## src/rtl/ex_muldiv_pkg.sv

```systemverilog
// Shared definitions for the iterative multiply/divide unit: op encodings,
// FSM state encoding and the default operand width.
package ex_muldiv_pkg;

    localparam int unsigned MULDIV_N = 32;

    typedef enum logic [1:0] {
        OP_MULT  = 2'b00,
        OP_MULTU = 2'b01,
        OP_DIV   = 2'b10,
        OP_DIVU  = 2'b11
    } muldiv_op_e;

    typedef enum logic [1:0] {
        ST_IDLE = 2'b00,
        ST_CALC = 2'b01,
        ST_FIX  = 2'b10,
        ST_DONE = 2'b11
    } muldiv_state_e;

    function automatic logic op_is_div(input muldiv_op_e op);
        return op[1];
    endfunction

    function automatic logic op_is_signed(input muldiv_op_e op);
        return ~op[0];
    endfunction

endpackage

```

## src/rtl/ex_muldiv_if.sv

```systemverilog
// Request/result bundle between the ID/EX pipeline stage and the multiply/divide unit.
interface ex_muldiv_if
    import ex_muldiv_pkg::*;
#(
    parameter int N = MULDIV_N
) ();

    logic         start_in;
    logic [1:0]   op_in;
    logic [N-1:0] Read_Data_1_in;
    logic [N-1:0] Read_Data_2_in;
    logic         flush_in;
    logic         busy_out;
    logic         done_out;
    logic [N-1:0] hi_out;
    logic [N-1:0] lo_out;

    modport master (
        output start_in, op_in, Read_Data_1_in, Read_Data_2_in, flush_in,
        input  busy_out, done_out, hi_out, lo_out
    );

    modport slave (
        input  start_in, op_in, Read_Data_1_in, Read_Data_2_in, flush_in,
        output busy_out, done_out, hi_out, lo_out
    );

endinterface

```

## src/rtl/ex_muldiv_iter.sv

```systemverilog
// Combinational single-step datapath: one shift-add multiply step or one
// restoring compare-subtract-shift divide step on a 2N-bit accumulator.
module muldiv_iter
    import ex_muldiv_pkg::*;
#(
    parameter int N = MULDIV_N
) (
    input  logic           div_sel,
    input  logic [2*N-1:0] acc_in,
    input  logic [N-1:0]   opb_in,
    output logic [2*N-1:0] acc_out
);

    logic [N:0] mul_sum;
    logic [N:0] rem_shift;
    logic [N:0] rem_diff;

    // Multiply keeps {partial product, remaining multiplier bits}; divide keeps
    // {remainder, dividend/quotient}. Bit N of rem_diff is the divide borrow.
    always_comb begin
        mul_sum   = {1'b0, acc_in[2*N-1:N]} + (acc_in[0] ? {1'b0, opb_in} : {(N+1){1'b0}});
        rem_shift = acc_in[2*N-1:N-1];
        rem_diff  = rem_shift - {1'b0, opb_in};
        acc_out   = {mul_sum, acc_in[N-1:1]};
        if (div_sel) begin
            if (!rem_diff[N]) begin
                acc_out = {rem_diff[N-1:0], acc_in[N-2:0], 1'b1};
            end else begin
                acc_out = {rem_shift[N-1:0], acc_in[N-2:0], 1'b0};
            end
        end
    end

endmodule

```

## src/rtl/ex_muldiv.sv

```systemverilog
// Iterative MULT/MULTU/DIV/DIVU unit for the EX stage: N cycles of
// magnitude arithmetic followed by one sign-fix cycle that commits HI/LO.
module ex_muldiv
    import ex_muldiv_pkg::*;
#(
    parameter int N = MULDIV_N
) (
    input  logic        clk,
    input  logic        reset_in,
    ex_muldiv_if.slave  bus
);

    localparam int CW = $clog2(N + 1);

    muldiv_state_e  state_q, state_d;
    muldiv_op_e     op_q, op_d;
    logic [CW-1:0]  cnt_q, cnt_d;
    logic [2*N-1:0] acc_q, acc_d;
    logic [N-1:0]   opb_q, opb_d;
    logic           neg_res_q, neg_res_d;
    logic           neg_rem_q, neg_rem_d;
    logic           div0_q, div0_d;
    logic [N-1:0]   hi_q, hi_d;
    logic [N-1:0]   lo_q, lo_d;

    muldiv_op_e     op_sel;
    logic           a_neg, b_neg;
    logic [N-1:0]   a_mag, b_mag;
    logic [2*N-1:0] iter_out;
    logic [2*N-1:0] prod;
    logic [N-1:0]   quot, rem;

    muldiv_iter #(.N(N)) u_iter (
        .div_sel (op_is_div(op_q)),
        .acc_in  (acc_q),
        .opb_in  (opb_q),
        .acc_out (iter_out)
    );

    always_comb begin
        state_d   = state_q;
        op_d      = op_q;
        cnt_d     = cnt_q;
        acc_d     = acc_q;
        opb_d     = opb_q;
        neg_res_d = neg_res_q;
        neg_rem_d = neg_rem_q;
        div0_d    = div0_q;
        hi_d      = hi_q;
        lo_d      = lo_q;

        op_sel = muldiv_op_e'(bus.op_in);
        a_neg  = op_is_signed(op_sel) & bus.Read_Data_1_in[N-1];
        b_neg  = op_is_signed(op_sel) & bus.Read_Data_2_in[N-1];
        a_mag  = a_neg ? -bus.Read_Data_1_in : bus.Read_Data_1_in;
        b_mag  = b_neg ? -bus.Read_Data_2_in : bus.Read_Data_2_in;

        prod = neg_res_q ? -acc_q : acc_q;
        quot = neg_res_q ? -acc_q[N-1:0] : acc_q[N-1:0];
        rem  = neg_rem_q ? -acc_q[2*N-1:N] : acc_q[2*N-1:N];

        unique case (state_q)
            ST_IDLE: begin
                if (bus.start_in) begin
                    op_d      = op_sel;
                    neg_res_d = a_neg ^ b_neg;
                    neg_rem_d = a_neg;
                    div0_d    = (bus.Read_Data_2_in == '0);
                    cnt_d     = CW'(N);
                    state_d   = ST_CALC;
                    if (op_is_div(op_sel)) begin
                        acc_d = {{N{1'b0}}, a_mag};
                        opb_d = b_mag;
                    end else begin
                        acc_d = {{N{1'b0}}, b_mag};
                        opb_d = a_mag;
                    end
                end
            end
            ST_CALC: begin
                acc_d = iter_out;
                cnt_d = cnt_q - CW'(1);
                if (cnt_q == CW'(1)) begin
                    state_d = ST_FIX;
                end
            end
            ST_FIX: begin
                // A zero divisor leaves the dividend magnitude as remainder, so
                // re-signing it restores the dividend as presented.
                if (op_is_div(op_q)) begin
                    lo_d = div0_q ? {N{1'b1}} : quot;
                    hi_d = rem;
                end else begin
                    lo_d = prod[N-1:0];
                    hi_d = prod[2*N-1:N];
                end
                state_d = ST_DONE;
            end
            ST_DONE: begin
                state_d = ST_IDLE;
            end
            default: begin
                state_d = ST_IDLE;
            end
        endcase

        if (bus.flush_in) begin
            state_d = ST_IDLE;
            hi_d    = hi_q;
            lo_d    = lo_q;
        end
    end

    always_ff @(posedge clk or negedge reset_in) begin
        if (!reset_in) begin
            state_q   <= ST_IDLE;
            op_q      <= OP_MULT;
            cnt_q     <= '0;
            acc_q     <= '0;
            opb_q     <= '0;
            neg_res_q <= 1'b0;
            neg_rem_q <= 1'b0;
            div0_q    <= 1'b0;
            hi_q      <= '0;
            lo_q      <= '0;
        end else begin
            state_q   <= state_d;
            op_q      <= op_d;
            cnt_q     <= cnt_d;
            acc_q     <= acc_d;
            opb_q     <= opb_d;
            neg_res_q <= neg_res_d;
            neg_rem_q <= neg_rem_d;
            div0_q    <= div0_d;
            hi_q      <= hi_d;
            lo_q      <= lo_d;
        end
    end

    assign bus.busy_out = (state_q == ST_CALC) || (state_q == ST_FIX);
    assign bus.done_out = (state_q == ST_DONE);
    assign bus.hi_out   = hi_q;
    assign bus.lo_out   = lo_q;

endmodule
```

## src/flat_wrapper.sv

```systemverilog
// flat-port wrapper written by rule: the top's interface ports become plain ports
module ex_muldiv_flat import ex_muldiv_pkg::*;
#(
    parameter int N = MULDIV_N
)
  (clk, reset_in, bus_start_in, bus_op_in, bus_Read_Data_1_in, bus_Read_Data_2_in, bus_flush_in, bus_busy_out, bus_done_out, bus_hi_out, bus_lo_out);
  ex_muldiv_if #(.N(N)) bus_i ();
  input  logic clk;
  input  logic reset_in;
  input wire logic [$bits(bus_i.start_in)-1:0] bus_start_in;
  input wire logic [$bits(bus_i.op_in)-1:0] bus_op_in;
  input wire logic [$bits(bus_i.Read_Data_1_in)-1:0] bus_Read_Data_1_in;
  input wire logic [$bits(bus_i.Read_Data_2_in)-1:0] bus_Read_Data_2_in;
  input wire logic [$bits(bus_i.flush_in)-1:0] bus_flush_in;
  output wire logic [$bits(bus_i.busy_out)-1:0] bus_busy_out;
  output wire logic [$bits(bus_i.done_out)-1:0] bus_done_out;
  output wire logic [$bits(bus_i.hi_out)-1:0] bus_hi_out;
  output wire logic [$bits(bus_i.lo_out)-1:0] bus_lo_out;
  assign bus_i.start_in = bus_start_in;
  assign bus_i.op_in = bus_op_in;
  assign bus_i.Read_Data_1_in = bus_Read_Data_1_in;
  assign bus_i.Read_Data_2_in = bus_Read_Data_2_in;
  assign bus_i.flush_in = bus_flush_in;
  assign bus_busy_out = bus_i.busy_out;
  assign bus_done_out = bus_i.done_out;
  assign bus_hi_out = bus_i.hi_out;
  assign bus_lo_out = bus_i.lo_out;
  ex_muldiv #(.N(N)) u_core (.clk(clk), .reset_in(reset_in), .bus(bus_i));
endmodule
```

## config.mk

```make
export PLATFORM = sky130hd
export DESIGN_NAME = ex_muldiv_flat
export DESIGN_NICKNAME = d
export VERILOG_FILES = /design/src/rtl/ex_muldiv_pkg.sv /design/src/rtl/ex_muldiv_if.sv /design/src/rtl/ex_muldiv_iter.sv /design/src/rtl/ex_muldiv.sv /design/src/flat_wrapper.sv
export SDC_FILE = /design/constraint.sdc
export NUM_CORES = 1
export LEC_CHECK = 0
export CAP_MARGIN = 20
export CORE_MARGIN = 3
export CORE_UTILIZATION = 37
export CTS_CLUSTER_DIAMETER = 120
export DETAILED_ROUTE_END_ITERATION = 6
export PLACE_DENSITY = 0.63
export SLEW_MARGIN = 40
export SYNTH_ARGS = -nofsm -noshare
export SYNTH_HDL_FRONTEND = slang
export SYNTH_SLANG_ARGS = --single-unit
export TNS_END_PERCENT = 10
```

## constraint.sdc

```tcl
create_clock -name clk -period 6.8 [get_ports clk]
set_input_delay 0.68 -clock clk [delete_from_list [all_inputs] [get_ports clk]]
set_output_delay 0.68 -clock clk [all_outputs]
set_load 0.1 [all_outputs]
```

==> metrics.md <==
| Metric | Value |
|---|---|
| Power, Total | 9.72 mW |
| Share of layout cells above drive strength 1 | approximately a tenth |
| Clock slew at reported path FFs | 80 ps |
| Cell area after synthesis | 14,800 sq um |
| Routed wire length | about 50,000 um |
| Detailed Place HPWL | between 30,000 and 40,000 um |
| Post-CTS setup buffers | 0 |
| Sw Ratio | roughly three fifths |
| Synthesis Warnings | 0 |
| Cts bufs inserted | 17 |
| Endpoint type of the worst setup path | flip-flop |
| First-pass GRT wire length | around 78,000 um |
| Fmax | roughly 0.23 GHz |
| All-Layer GR Usage | 23.3% |
| Num Clock Sinks | around 170 |
| Post-synth EDFFs | 0 |
| Largest net degree at the start of global routing | 97 |
| Comb pwr share | approximately two thirds |
| Post-route setup slack | around 2500 ps |
| Yosys top cell by area | dfrtp_1 |
| Fin. Hold Viols | 0 |
| Filler cell count | 3,953 |
| Pre-CTS setup slack | between 2000 and 3000 ps |
| CP Data Required Time | 7130 ps |
| Worst hold slack | 112 ps |
| Commonest cells after routing, fill and taps aside | nor2_1, nand2_1, a21oi_1 |
| Util after Layout | 43.0% |
| Diode count | 0 |
| FFs w/ async S/R, synth | 100% |
| Cell variety after synth | 88 |
| LEAKAGE | around 7.1 nW |
| Post-Syn Instances | around 1,900 |
| Max-cap violations | 0 |
| CTS root buf | clkbuf_16 |
| Die ar. | ~42,000 sq um |
| Yosys reg bits | ~170 |
| # IOs | between 100 and 150 |
| RSZ-0062 raised after global routing | false |
| Area contributors post-synth | dfrtp_1, a21oi_1, ha_1 |
| Status | completed |
| CTS H-tree lvls | 4 |
| Initial Util | 37.8% |
| # hold bufs at CTS | 0 |
| Row cnt | 72 |
| Internal power | 4.06 mW |
| Post-Syn Area per Cell | about 8 sq um |
| Clock tree from TritonCTS | done |
| Setup TNS | 0 ps |
| Fin crit period | around 4300 ps |
| Drt first pass iters | 5 |
| Routability cong. | between 0.9 and 1 |
| DR WL/cell | about 20 um |
| Clock latency on the worst-skew pair | between 400 and 500 ps |
| Setup Crit Path Kind | reg -> reg |
| Clk buf depth | 2 |
| Layout area overhead | 13.8% |
| Critical Path AT | 4670 ps |
| Commonest non-fill, non-tap cell in the layout | nor2_1 |
| Crit-path max FO | 40 |
| Sequential share of power | between 20% and 30% |
| Die H | ~200 um |
| Antenna Nets Post-Route | 0 |
| Initial antenna violation count | 0 |
| Post_cts resized | 0 |
| Relative max-transition margin | between 40% and 50% |
| Clock power share | between 10% and 20% |
| Register area share after synthesis | ~29% |
| R2r worst-path depth | 13 |
| Worst vdd ir | 0.378 mV |
| Via count | 14,300 |
| Layout Skew | ~18 ps |
| Initial drt markers | ~1,400 |
| Syn_nets | ~2,000 |
| Layout Nets | 2,086 |
| Net Sw Power | about 5.7 mW |
| Final Max Tran Viols | 0 |
| P per Cell Area | approximately 580 nW/um^2 |
| Synth Flop Type | dfrtp_1 |
| Core area | slightly below 40,000 sq um |
| Fin crit share | a little under two thirds |
| Die W | 206 um |
| Final setup viols | 0 |
| Worst-margin pin slew | 762 ps |
| Startpoint types | flip-flop |
| Number of global-route vias before repair | 13,400 |
| DRC viols | 0 |
| Total global routing overflow | 0 |
| Hold Path Class | in -> async |
| Post-DR vias/cell | a little under 6 |
| Share of the synthesized area in the top cell type | between 20% and 30% |
| I/O Buffers | about 140 |
-- power by group through the flow --
| stage | registers [mW] | logic (mW) | clock network, mW |
|---|---|---|---|
| global placement | 2.07 | 6.66 | 0 |
| global route | 2.14 | 7.21 | 1.05 |
| CTS | 2.06 | 6.57 | 1.01 |
| floorplan | 3.08 | 3.90 | 0 |
| detailed placement | 2.08 | 6.55 | 0 |
| finish | 2.08 | 6.64 | 0.995 |
-- synth_stat cells (all sizes together) (31+ instances only) --
library cell,instances
inv,71
a21o,31
xnor2,84
a21oi,189
ha,74
dfrtp,172
xor2,86
nor3,35
o21ai,173
nand2,190
nor2,216
clkbuf,84
a211oi,35
mux2i,35
-- per-stage QoR --
| stage | cell area (sq um) | cells |
|---|---|---|
| after CTS | 16800 | 2469 |
| after global placement | 16500 | 2437 |
| after global routing | 16800 | 2471 |
| after detailed placement | 16200 | 2437 |
| final | 16800 | 2471 |
| after floorplan | 14800 | 1870 |
-- final timing paths --
path | end | slack, ps | from
setup / recovery | u_core.acc_q[59]$_DFFE_PN0P_ | 2460 | u_core.acc_q[31]$_DFFE_PN0P_
hold / removal | u_core.div0_q$_DFFE_PN0P_ | 110 | reset_in
setup reg to reg | u_core.acc_q[59]$_DFFE_PN0P_ | 2460 | u_core.acc_q[31]$_DFFE_PN0P_
hold reg to reg | u_core.bus.hi_out[29]$_DFFE_PN0P_ | 480 | u_core.bus.hi_out[29]$_DFFE_PN0P_
max in group asynchronous | u_core.op_q[1]$_DFFE_PN0P_ | 5280 | reset_in
min in group clk | u_core.bus.hi_out[29]$_DFFE_PN0P_ | 480 | u_core.bus.hi_out[29]$_DFFE_PN0P_
-- sequential cells by signal, indices dropped and copies added (netlist names) --
name and count:
u_core.state_q 2, u_core.acc_q 64, u_core.bus.hi_out 32, u_core.div0_q 1
u_core.neg_rem_q 1, u_core.bus.lo_out 32, u_core.cnt_q 6, u_core.op_q 1
u_core.neg_res_q 1, u_core.opb_q 32
-- metal layers --
metal	global-route usage, %	up-vias	share of wire, %
met1	33.7	6803	45
met2	35.7	555	44
met4	7.85	0	3.4
li1	-	6870	-
met5	0	-	0
met3	3.53	83	7.5
-- cell families after synthesis --
kind of cell | Yosys count | share of synthesized area [%]
and+or+nand+nor | 613 | 19.8
muxes | 62 | 4.43
AOI/OAI and AO/OA | 602 | 25.1
adders and majority gates | 76 | 6.53
xor gates and xnor gates | 170 | 10.1
buffers and inverters | 175 | 4.97
DFF | 172 | 29.1
-- final cells by class --
type	count	area, sq um	area share (%)
Multi-Input combinational cell	1523	9800	58.2
Timing Repair Buffer	153	1200	7.11
Inverter	73	274	1.63
Sequential cell	172	4310	25.6
Clock buffer	17	425	2.53
Tap cell	518	648	3.85
Clock inverter	15	179	1.06
-- critical path, stage by stage, from the launching register on --
cell and delay [ps]:
dfrtp_1 490, inv_1 120, ha_1 230, fa_1 390, nand2b_1 190, a21o_1 210, a211oi_1 480, o211a_1 280
o211ai_1 170, a211oi_4 440, buf_4 490, inv_1 200, a211o_1 270, a32o_1 220
Power figures use the tool's default switching activity.
